**config.mk**
```make
export PLATFORM = sky130hd
export DESIGN_NAME = pw_tile_vec_reader
export DESIGN_NICKNAME = d
export VERILOG_FILES = /design/src/rtl/pw_tile_vec_reader.sv
export SDC_FILE = /design/constraint.sdc
export NUM_CORES = 2
export LEC_CHECK = 0
export BUFFER_PORTS_ARGS = -buffer_cell sky130_fd_sc_hd__buf_4
export CAP_MARGIN = 25
export CORE_ASPECT_RATIO = 0.7
export CORE_MARGIN = 2
export CORE_UTILIZATION = 48
export CTS_BUF_LIST = sky130_fd_sc_hd__clkbuf_4 sky130_fd_sc_hd__clkbuf_8
export DETAILED_ROUTE_END_ITERATION = 8
export PLACE_DENSITY = 0.63
export SKIP_LAST_GASP = 1
export SLEW_MARGIN = 20
export SYNTH_ARGS = -nofsm -noshare
export SYNTH_HDL_FRONTEND = slang
export SYNTH_SLANG_ARGS = --single-unit
```
**constraint.sdc**
```tcl
create_clock -name clk -period 10.55 [get_ports clk]
set_input_delay 1.055 -clock clk [delete_from_list [all_inputs] [get_ports clk]]
set_output_delay 1.055 -clock clk [all_outputs]
set_load 0.1 [all_outputs]
```
**src/rtl/pw_tile_vec_reader.sv**
```systemverilog
// Vectorised pointwise tile reader: walks row -> column -> channel group, issues pipelined
// word reads against a fixed-latency memory and delivers lane-masked beats through a FWFT buffer.
module pw_tile_vec_reader #(
    parameter int DATA_W     = 8,
    parameter int LANES      = 4,
    parameter int ADDR_W     = 32,
    parameter int DIM_W      = 16,
    parameter int RD_LAT     = 2,
    parameter int FIFO_DEPTH = 4
) (
    input  logic                      clk,
    input  logic                      rst_n,
    input  logic                      start,
    input  logic                      abort,
    input  logic [DIM_W-1:0]          cfg_tile_h,
    input  logic [DIM_W-1:0]          cfg_tile_w,
    input  logic [DIM_W-1:0]          cfg_channels,
    input  logic [ADDR_W-1:0]         cfg_base_addr,
    input  logic [DIM_W-1:0]          cfg_grp_stride,
    input  logic [DIM_W-1:0]          cfg_row_stride,
    input  logic [DIM_W-1:0]          cfg_col_stride,
    output logic                      rd_en,
    output logic [ADDR_W-1:0]         rd_addr,
    input  logic [LANES*DATA_W-1:0]   rd_data,
    output logic                      out_valid,
    input  logic                      out_ready,
    output logic [LANES*DATA_W-1:0]   out_data,
    output logic [LANES-1:0]          out_lane_mask,
    output logic                      out_first_grp,
    output logic                      out_last_grp,
    output logic [DIM_W-1:0]          out_grp_idx,
    output logic                      busy,
    output logic                      done
);
    localparam int DW = LANES * DATA_W;
    localparam int PW = (FIFO_DEPTH > 1) ? $clog2(FIFO_DEPTH) : 1;
    localparam int CW = $clog2(FIFO_DEPTH + 1);
    localparam int IW = $clog2(RD_LAT + 1);
    localparam logic [DIM_W-1:0] ONE_D = 1;

    typedef enum logic [1:0] {ST_IDLE, ST_WALK, ST_DRAIN} state_t;
    state_t r_state;

    logic [DIM_W-1:0]  r_h, r_w, r_ng, r_gs, r_rs, r_cs, r_g, r_r, r_c;
    logic [ADDR_W-1:0] r_base, r_rd_addr;
    logic [LANES-1:0]  r_last_mask, r_done;

    // Tag pipe, one slot per cycle of memory latency
    logic              r_pv     [RD_LAT];
    logic              r_pfirst [RD_LAT];
    logic              r_plast  [RD_LAT];
    logic              r_pfinal [RD_LAT];
    logic [DIM_W-1:0]  r_pgrp   [RD_LAT];
    logic [LANES-1:0]  r_pmask  [RD_LAT];

    logic [DW-1:0]     r_fifo_data  [FIFO_DEPTH];
    logic [LANES-1:0]  r_fifo_mask  [FIFO_DEPTH];
    logic              r_fifo_first [FIFO_DEPTH];
    logic              r_fifo_last  [FIFO_DEPTH];
    logic              r_fifo_final [FIFO_DEPTH];
    logic [DIM_W-1:0]  r_fifo_grp   [FIFO_DEPTH];
    logic [PW-1:0]     r_wr_ptr, r_rd_ptr;
    logic [CW-1:0]     r_count;

    logic [DIM_W-1:0]  w_ng, w_rem, w_g_nxt, w_r_nxt, w_c_nxt;
    logic [LANES-1:0]  w_last_mask, w_tag_mask;
    logic [ADDR_W-1:0] w_addr_nxt;
    logic [IW-1:0]     w_inflight;
    logic [DW-1:0]     w_push_data;
    logic              w_zero, w_g_end, w_c_end, w_r_end, w_final;
    logic              w_issue, w_push, w_pop, w_abort_act;

    assign w_ng   = DIM_W'((32'(cfg_channels) + LANES - 1) / LANES);
    assign w_rem  = DIM_W'(32'(cfg_channels) - (32'(w_ng) - 32'd1) * LANES);
    assign w_zero = (cfg_tile_h == '0) | (cfg_tile_w == '0) | (cfg_channels == '0);

    genvar gi;
    generate
        for (gi = 0; gi < LANES; gi++) begin : g_lane
            assign w_last_mask[gi] = (32'(w_rem) > gi);
            assign w_push_data[gi*DATA_W +: DATA_W] =
                r_pmask[RD_LAT-1][gi] ? rd_data[gi*DATA_W +: DATA_W] : '0;
        end
    endgenerate

    assign w_g_end    = (r_g == r_ng - ONE_D);
    assign w_c_end    = (r_c == r_w - ONE_D);
    assign w_r_end    = (r_r == r_h - ONE_D);
    assign w_final    = w_g_end & w_c_end & w_r_end;
    assign w_tag_mask = w_g_end ? r_last_mask : '1;

    always_comb begin
        w_g_nxt = r_g + ONE_D;
        w_c_nxt = r_c;
        w_r_nxt = r_r;
        if (w_g_end) begin
            w_g_nxt = '0;
            if (w_c_end) begin
                w_c_nxt = '0;
                w_r_nxt = r_r + ONE_D;
            end else begin
                w_c_nxt = r_c + ONE_D;
            end
        end
    end

    assign w_addr_nxt = r_base + ADDR_W'(w_g_nxt) * ADDR_W'(r_gs)
                               + ADDR_W'(w_r_nxt) * ADDR_W'(r_rs)
                               + ADDR_W'(w_c_nxt) * ADDR_W'(r_cs);

    always_comb begin
        w_inflight = '0;
        for (int i = 0; i < RD_LAT; i++) w_inflight = w_inflight + IW'(r_pv[i]);
    end

    // Occupancy uses pre-cycle counts so a same-cycle pop never frees a slot early
    assign busy        = (r_state != ST_IDLE);
    assign w_abort_act = abort & busy;
    assign w_issue     = (r_state == ST_WALK) & ~abort
                       & ((32'(w_inflight) + 32'(r_count)) < FIFO_DEPTH);
    assign w_push      = r_pv[RD_LAT-1];
    assign out_valid   = (r_count != '0);
    assign w_pop       = out_valid & out_ready;
    assign rd_en       = w_issue;
    assign rd_addr     = r_rd_addr;
    assign done        = r_done[0];

    assign out_data      = out_valid ? r_fifo_data[r_rd_ptr]  : '0;
    assign out_lane_mask = out_valid ? r_fifo_mask[r_rd_ptr]  : '0;
    assign out_first_grp = out_valid & r_fifo_first[r_rd_ptr];
    assign out_last_grp  = out_valid & r_fifo_last[r_rd_ptr];
    assign out_grp_idx   = out_valid ? r_fifo_grp[r_rd_ptr]   : '0;

    always_ff @(posedge clk or negedge rst_n) begin
        if (!rst_n) begin
            r_state <= ST_IDLE;
            r_done  <= '0;
            r_h <= '0; r_w <= '0; r_ng <= '0; r_gs <= '0; r_rs <= '0; r_cs <= '0;
            r_g <= '0; r_r <= '0; r_c <= '0;
            r_base <= '0; r_rd_addr <= '0; r_last_mask <= '0;
        end else begin
            r_done <= '0;
            case (r_state)
                ST_IDLE: if (start) begin
                    r_h <= cfg_tile_h; r_w <= cfg_tile_w; r_ng <= w_ng;
                    r_gs <= cfg_grp_stride; r_rs <= cfg_row_stride; r_cs <= cfg_col_stride;
                    r_base <= cfg_base_addr; r_rd_addr <= cfg_base_addr;
                    r_last_mask <= w_last_mask;
                    r_g <= '0; r_r <= '0; r_c <= '0;
                    if (w_zero) r_done <= LANES'(1);
                    else        r_state <= ST_WALK;
                end
                ST_WALK: if (abort) begin
                    r_state <= ST_IDLE;
                    r_done  <= LANES'(1);
                end else if (w_issue) begin
                    r_g <= w_g_nxt; r_r <= w_r_nxt; r_c <= w_c_nxt;
                    r_rd_addr <= w_addr_nxt;
                    if (w_final) r_state <= ST_DRAIN;
                end
                ST_DRAIN: if (abort || (w_pop && r_fifo_final[r_rd_ptr])) begin
                    r_state <= ST_IDLE;
                    r_done  <= LANES'(1);
                end
                default: r_state <= ST_IDLE;
            endcase
        end
    end

    always_ff @(posedge clk or negedge rst_n) begin
        if (!rst_n) begin
            for (int i = 0; i < RD_LAT; i++) begin
                r_pv[i] <= 1'b0; r_pfirst[i] <= 1'b0; r_plast[i] <= 1'b0;
                r_pfinal[i] <= 1'b0; r_pgrp[i] <= '0; r_pmask[i] <= '0;
            end
        end else begin
            r_pv[0]     <= w_issue;
            r_pfirst[0] <= (r_g == '0);
            r_plast[0]  <= w_g_end;
            r_pfinal[0] <= w_final;
            r_pgrp[0]   <= r_g;
            r_pmask[0]  <= w_tag_mask;
            for (int i = 1; i < RD_LAT; i++) begin
                r_pv[i] <= r_pv[i-1]; r_pfirst[i] <= r_pfirst[i-1]; r_plast[i] <= r_plast[i-1];
                r_pfinal[i] <= r_pfinal[i-1]; r_pgrp[i] <= r_pgrp[i-1]; r_pmask[i] <= r_pmask[i-1];
            end
            // Killing the valids drops any data still returning from an aborted tile
            if (w_abort_act) for (int i = 0; i < RD_LAT; i++) r_pv[i] <= 1'b0;
        end
    end

    always_ff @(posedge clk or negedge rst_n) begin
        if (!rst_n) begin
            r_wr_ptr <= '0; r_rd_ptr <= '0; r_count <= '0;
        end else if (w_abort_act) begin
            r_wr_ptr <= '0; r_rd_ptr <= '0; r_count <= '0;
        end else begin
            if (w_push) r_wr_ptr <= (r_wr_ptr == PW'(FIFO_DEPTH - 1)) ? '0 : r_wr_ptr + PW'(1);
            if (w_pop)  r_rd_ptr <= (r_rd_ptr == PW'(FIFO_DEPTH - 1)) ? '0 : r_rd_ptr + PW'(1);
            if (w_push && !w_pop)      r_count <= r_count + CW'(1);
            else if (!w_push && w_pop) r_count <= r_count - CW'(1);
        end
    end

    always_ff @(posedge clk) begin
        if (w_push) begin
            r_fifo_data[r_wr_ptr]  <= w_push_data;
            r_fifo_mask[r_wr_ptr]  <= r_pmask[RD_LAT-1];
            r_fifo_first[r_wr_ptr] <= r_pfirst[RD_LAT-1];
            r_fifo_last[r_wr_ptr]  <= r_plast[RD_LAT-1];
            r_fifo_final[r_wr_ptr] <= r_pfinal[RD_LAT-1];
            r_fifo_grp[r_wr_ptr]   <= r_pgrp[RD_LAT-1];
        end
    end
endmodule
```
# Word-level counts from Yosys, hierarchy flattened
# Memories as Yosys holds them, arrays and structs flattened.
# Cells that the tools add are included.
[classes] addsub=19 mul=3 n_lt_le_gt_ge=5 n_eq_ne=14 n_mux=51 n_bitwise=11 n_reduce_logical=20
[op_table] cell="16-bit 2-to-1 mux" n=13
[op_table] cell="32-bit 2-to-1 mux" n=4
[op_table] cell="32-bit adder" n=3
[op_table] cell="16-bit by 16-bit multiplier with 32-bit output" n=3
[op_table] cell="16-bit one-hot mux with 2 select lines" n=3
[op_table] cell="16-bit logical NOT" n=4
[op_table] cell="32-bit one-hot mux with 2 select lines" n=1
[op_table] cell="16-bit by 1-bit adder with 16-bit output (second input constant)" n=3
[op_table] cell="16-bit equality test" n=3
[op_table] cell="16-bit by 1-bit subtractor with 16-bit output (second input constant)" n=3
[op_table] cell="16-bit by 1-bit greater-than comparator with 1-bit output (second input constant)" n=2
[op_table] cell="16-bit by 2-bit greater-than comparator with 1-bit output (second input constant)" n=2
[op_table] cell="8-bit 2-to-1 mux" n=4
[op_table] cell="2-bit 2-to-1 mux" n=13
[op_table] cell="17-bit by 1-bit subtractor with 18-bit output (second input constant)" n=1
[op_table] cell="16-bit by 3-bit adder with 17-bit output (second input constant)" n=1
[op_table] cell="16-bit subtractor" n=1
[op_table] cell="14-bit by 1-bit subtractor with 14-bit output (second input constant)" n=1
[op_table] cell="2-bit inequality test (second input constant)" n=5
[op_table] cell="3-bit 2-to-1 mux" n=3
[op_table] cell="1-bit AND" n=8
[op_table] cell="4-bit 2-to-1 mux" n=2
[op_table] cell="2-bit nonzero test" n=4
[op_table] cell="2-bit equality test (second input constant)" n=3
[op_table] cell="other kinds (21)" n=33
[word_totals] reg_bits=270 mem_bits_rw=220 in_bits=165 out_inout_bits=90 wordCells=158 memories=6
[memory_table] memory="r_fifo_data" words=4 word_bits=32 read_ports=1 rd_ports_with_merged_regs=0 wr=1 line="56" source="logic [DW-1:0] r_fifo_data [FIFO_DEPTH];"
[memory_table] memory="r_fifo_grp" words=4 word_bits=16 read_ports=1 rd_ports_with_merged_regs=0 wr=1 line="61" source="logic [DIM_W-1:0] r_fifo_grp [FIFO_DEPTH];"
[memory_table] memory="r_fifo_mask" words=4 word_bits=4 read_ports=1 rd_ports_with_merged_regs=0 wr=1 line="57" source="logic [LANES-1:0] r_fifo_mask [FIFO_DEPTH];"
[memory_table] memory="r_fifo_final" words=4 word_bits=1 read_ports=1 rd_ports_with_merged_regs=0 wr=1 line="60" source="logic r_fifo_final [FIFO_DEPTH];"
[memory_table] memory="r_fifo_first" words=4 word_bits=1 read_ports=1 rd_ports_with_merged_regs=0 wr=1 line="58" source="logic r_fifo_first [FIFO_DEPTH];"
[memory_table] memory="r_fifo_last" words=4 word_bits=1 read_ports=1 rd_ports_with_merged_regs=0 wr=1 line="59" source="logic r_fifo_last [FIFO_DEPTH];"

# Longest topological paths before layout
[depth] ltp_word=10 depth_mapped=42 mapped_depth_nobuf=40

# Least setup slack after synthesis
# Ideal clock, no wire load.
[synth_path] path_kind="flip-flop to flip-flop" from="register r_w[0]" to="register r_rd_addr[27], in the netlist rd_addr[27]" setup_time_ns=0.136 arrival_ns=10.321 t_required_ns=10.414 setup_slack_ns=0.093 stages_incl_launch_ff=38 n_path_buf=2 synth_period_minus_slack_ns=10.457 path_cell_list="dfrtp_1 inv_1 ha_1 nor4b_1 nand2_1 or3_1 xnor2_1 nand4_1 nor4_2 or4b_4 or2_2 clkbuf_1 xor2_1 buf_2 nand2b_1 fa_1 fa_1 fa_1 [2 not listed] fa_1 fa_1 fa_1 fa_1 inv_1 fa_1 inv_1 ha_1 a211oi_1 nand2_1 nor3_1 a21oi_1 a21oi_1 o21ai_0 a31o_2 a21oi_1 mux2i_1 o21ai_0"
[synth_via] elab_chain_cells=10 word_cells_on_any_way=13 classes_between="add/sub (3); mul (2); eq/ne (1); mux (7)"
[synth_lines] element="start, declared" line="44" source="logic [DIM_W-1:0] r_h, r_w, r_ng, r_gs, r_rs, r_cs, r_g, r_r, r_c;"
[synth_lines] element="start signal, assigned" line="145" source="r_h <= cfg_tile_h; r_w <= cfg_tile_w; r_ng <= w_ng;"
[synth_lines] element="16-bit by 1-bit subtractor with 16-bit output (*)" line="87" source="assign w_c_end = (r_c == r_w - ONE_D);"
[synth_lines] element="16-bit equality test (*)" line="87"
[synth_lines] element="16-bit 2-to-1 mux" line="98" source="if (w_c_end) begin"
[synth_lines] element="16-bit 2-to-1 mux" line="96" source="if (w_g_end) begin"
[synth_lines] element="16-bit by 16-bit multiplier with 32-bit output" line="108" source="+ ADDR_W'(w_r_nxt) * ADDR_W'(r_rs)"
[synth_lines] element="32-bit adder" line="108"
[synth_lines] element="32-bit adder (*)" line="109" source="+ ADDR_W'(w_c_nxt) * ADDR_W'(r_cs);"
[synth_lines] element="32-bit 2-to-1 mux (*)" line="156" source="end else if (w_issue) begin"
[synth_lines] element="32-bit 2-to-1 mux (*)" line="153" source="ST_WALK: if (abort) begin"
[synth_lines] element="32-bit one-hot mux with 2 select lines (*)" line="143" source="case (r_state)"
[synth_lines] element="end signal, assigned" line="147" source="r_base <= cfg_base_addr; r_rd_addr <= cfg_base_addr;"
[synth_lines] element="end signal, assigned" line="158" source="r_rd_addr <= w_addr_nxt;"
[synth_lines] element="end, declared" line="45" source="logic [ADDR_W-1:0] r_base, r_rd_addr;"
# Every way passes the cells marked *; elsewhere a longest branch is shown, timed or not. The select of a mux whose other input is x is not followed.
# A chain may end at the register's enable or synchronous reset.

# Worst setup path in the final report
[layout_path] from="register r_ng[1]" to="register r_rd_addr[31], in the netlist rd_addr[31]"
[layout_via] elab_chain_cells=10 word_cells_on_any_way=14 classes_between="add/sub (4); mul (3); eq/ne (1); mux (6)"
[layout_lines] element="start, declared" line="44"
[layout_lines] element="start signal, assigned" line="145"
[layout_lines] element="16-bit by 1-bit subtractor with 16-bit output (*)" line="86" source="assign w_g_end = (r_g == r_ng - ONE_D);"
[layout_lines] element="16-bit equality test (*)" line="86"
[layout_lines] element="16-bit 2-to-1 mux" line="96"
[layout_lines] element="16-bit by 16-bit multiplier with 32-bit output" line="107" source="assign w_addr_nxt = r_base + ADDR_W'(w_g_nxt) * ADDR_W'(r_gs)"
[layout_lines] element="32-bit adder" line="107"
[layout_lines] element="32-bit adder" line="108"
[layout_lines] element="32-bit adder (*)" line="109"
[layout_lines] element="32-bit 2-to-1 mux (*)" line="156"
[layout_lines] element="32-bit 2-to-1 mux (*)" line="153"
[layout_lines] element="32-bit one-hot mux with 2 select lines (*)" line="143"
# Marked as above.

==> results.toml <==
[synthesis]
synthAdderAreaFrac_pct = 37.09
synthTopCellsByCount = "inv_1, fa_1, nand2_1"
synth_top_family_by_area = "adder cells"
synth_simple_gate_area_share_pct = 17.08
synthMuxAreaShare_pct = 2.799
synth-compound-area-share_pct = 4.406
ys_ff_latch = 489
synth-xor-area-share_pct = 3.126
synth_top_area_cell = "fa_1"
yosysMostFrequentCell = "inv_1"
synth_cells = 4899
yosysSeqAreaShare_pct = 27.03
synth_edf_count = 220
yosys.cell_types.count = 82
synth_ff_type = "dfrtp_1"
yosysTopAreaCellShare_pct = 29.73
async_reset_ff_share_pct = 55.01
ys_top_cells_by_area = "fa_1, dfrtp_1, edfxtp_1, ha_1, inv_1"
yosysWarnings = 0
synth.net_count = 6087
synth_area_sq_um = 49350
synth.avg_cell_area_sq_um = 10.07

[timing]
grt_setup_unrepaired = "yes"
drv_slew = 0
fmax_ghz = 0.09306
fin_crit_ps = 10750
min_period_over_period_pct = 101.9
hold_violations = 0
hold_slack_ps = 154.8
setup_violations = 10
slew_headroom_pct = 32.58
skew_ps = 82.70
tightest_slew_ps = 1011
fin_ws_ps = -195.3

[detailed_routing]
vias_per_cell = 5.130
wl_met2_um = 56430
drc = 0
dr.pass1.iters = 5
dr_wl_met3_um = 10580
drt_iter0_markers = 2209
dr.max_layer_used = "met4"
wire_per_inst_um = 19.56
ant_nets = 0
wl_met1_um = 64080
num_vias = 34964
drt_wl_total_um = 133300

[place]
placed_area_sq_um = 54810
portBuffers = 254
dp_hpwl_um = 106700
gp_congestion = 0.9028

[die]
die_y_um = 272.3
start_util_pct = 48.37
chipWidth_um = 387.2
ios = 255
std_cell_rows = 98
core_area_sq_um = 102000
die_area_sq_um = 105400

[worst_setup_path]
crit_required_ps = 11210
worstSetupStartpointType = "register"
cp.arrival_ps = 11400
critPathMaxFanout = 5
path_buf_inv = 9
cp-end-kind = "register"
critPathTopFamily = "adder cells"
critPathMostFrequentCell = "fa_1"
slowest_delay_ps = 600
path_class = "reg2reg"
slowest_stage = "or4b_4"
r2r-start = "r_ng[1]"
cp-startpoint = "r_ng[1]"

[global_routing]
grt_usage_pct = 26.04
antenna_found_initial = 6
grt_max_degree = 145
grt_pass1_wl_um = 212100
grt_pass1_vias = 36491
grt_overflow = 0

[cts]
clk_path_buf_depth = 3
cts_tree = "yes"
cts_num_sinks = 489
insertion_delay_ps = 820
cts_htree_levels = 3
cts_hold_buf = 0
cts_inserted_buffers = 80
cts-root-buf = "clkbuf_8"
path_clk_slew_ps = 60

[cells_and_area]
fillers = 8881
area_delta_synth_final_pct = 17.88
drive_gt1_share_pct = 19.42
final_area_sq_um = 58170
finalNetCount = 6587

[pwr]
ir_drop_uv = 242.7
p_leak_nw = 28.00
p_per_area_nw_per_um2 = 239.2

[worst_hold_path]
min_path_type = "in2async"

[run_status]
violations = "negative setup slack"
status = "complete, but fails checks"

[job]
drv_cap = 0
[logic make-up (layout without fill, tap and decap cells)]
kind of cell / after synthesis / after routing
AND/OR/NAND/NOR: 1678 / 1679
flip-flops: 489 / 489
XOR/XNOR: 174 / 174
AO/OA/AOI/OAI: 359 / 359
adder cells (fa/ha/maj): 1023 / 1023
buffers and inverters: 1107 / 1670
multiplexers: 69 / 69
other: 0 / 3
[cell type report]
cell class	count	area [sq um]	area share [%]
Antenna cell	3	7.507	0.01291
Tap cell	1350	1689	2.904
Multi-Input combinational cell	3304	32990	56.70
Clock inverter	24	300.3	0.5162
Timing Repair Buffer	624	4952	8.513
Sequential cell	489	13340	22.94
Clock buffer	122	1516	2.607
Inverter	900	3378	5.807
[worst register-to-register path: cells and delay by family (launching register included)]
kind | cells | cell delay, ps
simple gates | 13 | 3590
compound gates | 4 | 490
buf+inv | 9 | 710
fa+ha+maj | 11 | 4950
xor+xnor | 2 | 460
flops | 1 | 390
[final timing paths]
kind / cells past startpoint / to / slack (ps)
hold / removal: 1 / rd_addr[22] / 150
min in group clk: 0 / r_pgrp[2] / 330
setup reg to reg: 39 / rd_addr[31] / -200
hold reg to reg: 0 / r_pgrp[2] / 330
max in group asynchronous: 2 / r_rd_ptr[0] / 9030
setup / recovery: 39 / rd_addr[31] / -200
[power breakdown]
part	leakage [nW]	total [mW]	internal [mW]	switching, mW
clock	0.942	1.87	1.01	0.859
sequential	5.43	3.09	2.41	0.674
combinational	21.6	8.95	3.37	5.58
[cell usage in the layout, fill, tap and decap left out, drive strengths merged, types with 84 or more instances in the layout]
cell type | Yosys | final
a21oi | 95 | 95
ha | 290 | 290
nand2 | 637 | 637
nor2 | 223 | 223
fa | 733 | 733
clkbuf | 178 | 123
xor2 | 84 | 84
edfxtp | 220 | 220
and2 | 325 | 325
buf | 29 | 623
xnor2 | 90 | 90
o21ai | 133 | 133
inv | 900 | 903
nor2b | 178 | 178
dfrtp | 269 | 269
[sequential cells by signal, indices dropped and copies added (netlist names), 3 cells and up]
name and count:
r_ng 15, r_fifo_last 4, r_gs 16, r_pgrp 32, r_fifo_mask 16, r_last_mask 4
r_r 16, r_fifo_first 4, rd_addr 32, r_h 16, r_c 16, r_fifo_data 128
r_fifo_grp 64, r_fifo_final 4, r_rs 16, r_count 3, r_base 32, r_w 16
r_pmask 8, r_cs 16, r_g 16
[routing by layer]
| layer | global-route usage (%) | vias up |
|---|---|---|
| li1 | - | 16204 |
| met1 | 40.15 | 17604 |
| met2 | 37.51 | 1033 |
| met3 | 5.890 | 123 |
| met4 | 5.438 | 0 |
| met5 | 0 | - |
[repair_timing]
| action | CTS | global route |
|---|---|---|
| buffers inserted | 22 | 16 |
| gates cloned | 3 | 2 |
| setup endpoints to repair | 18 | 23 |
| resized for setup | 125 | 152 |
| pin swaps | 64 | 111 |
[per-stage QoR]
stage	setup WS (ps)	total power, mW	utilization [%]	instances	TNS, ps
finish	-195.3	13.91	57.02	6816	-936.6
global route	-553.6	14.84	57.02	6815	-7223
CTS	-82.18	13.46	56.25	6795	-210.3
detailed placement	-829.5	11.07	53.73	6626	-6340
global placement	-789.9	11.02	53.73	6626	-5502
floorplan	92.73	8.112	-	4899	0
(Power assumes the default switching activity.)
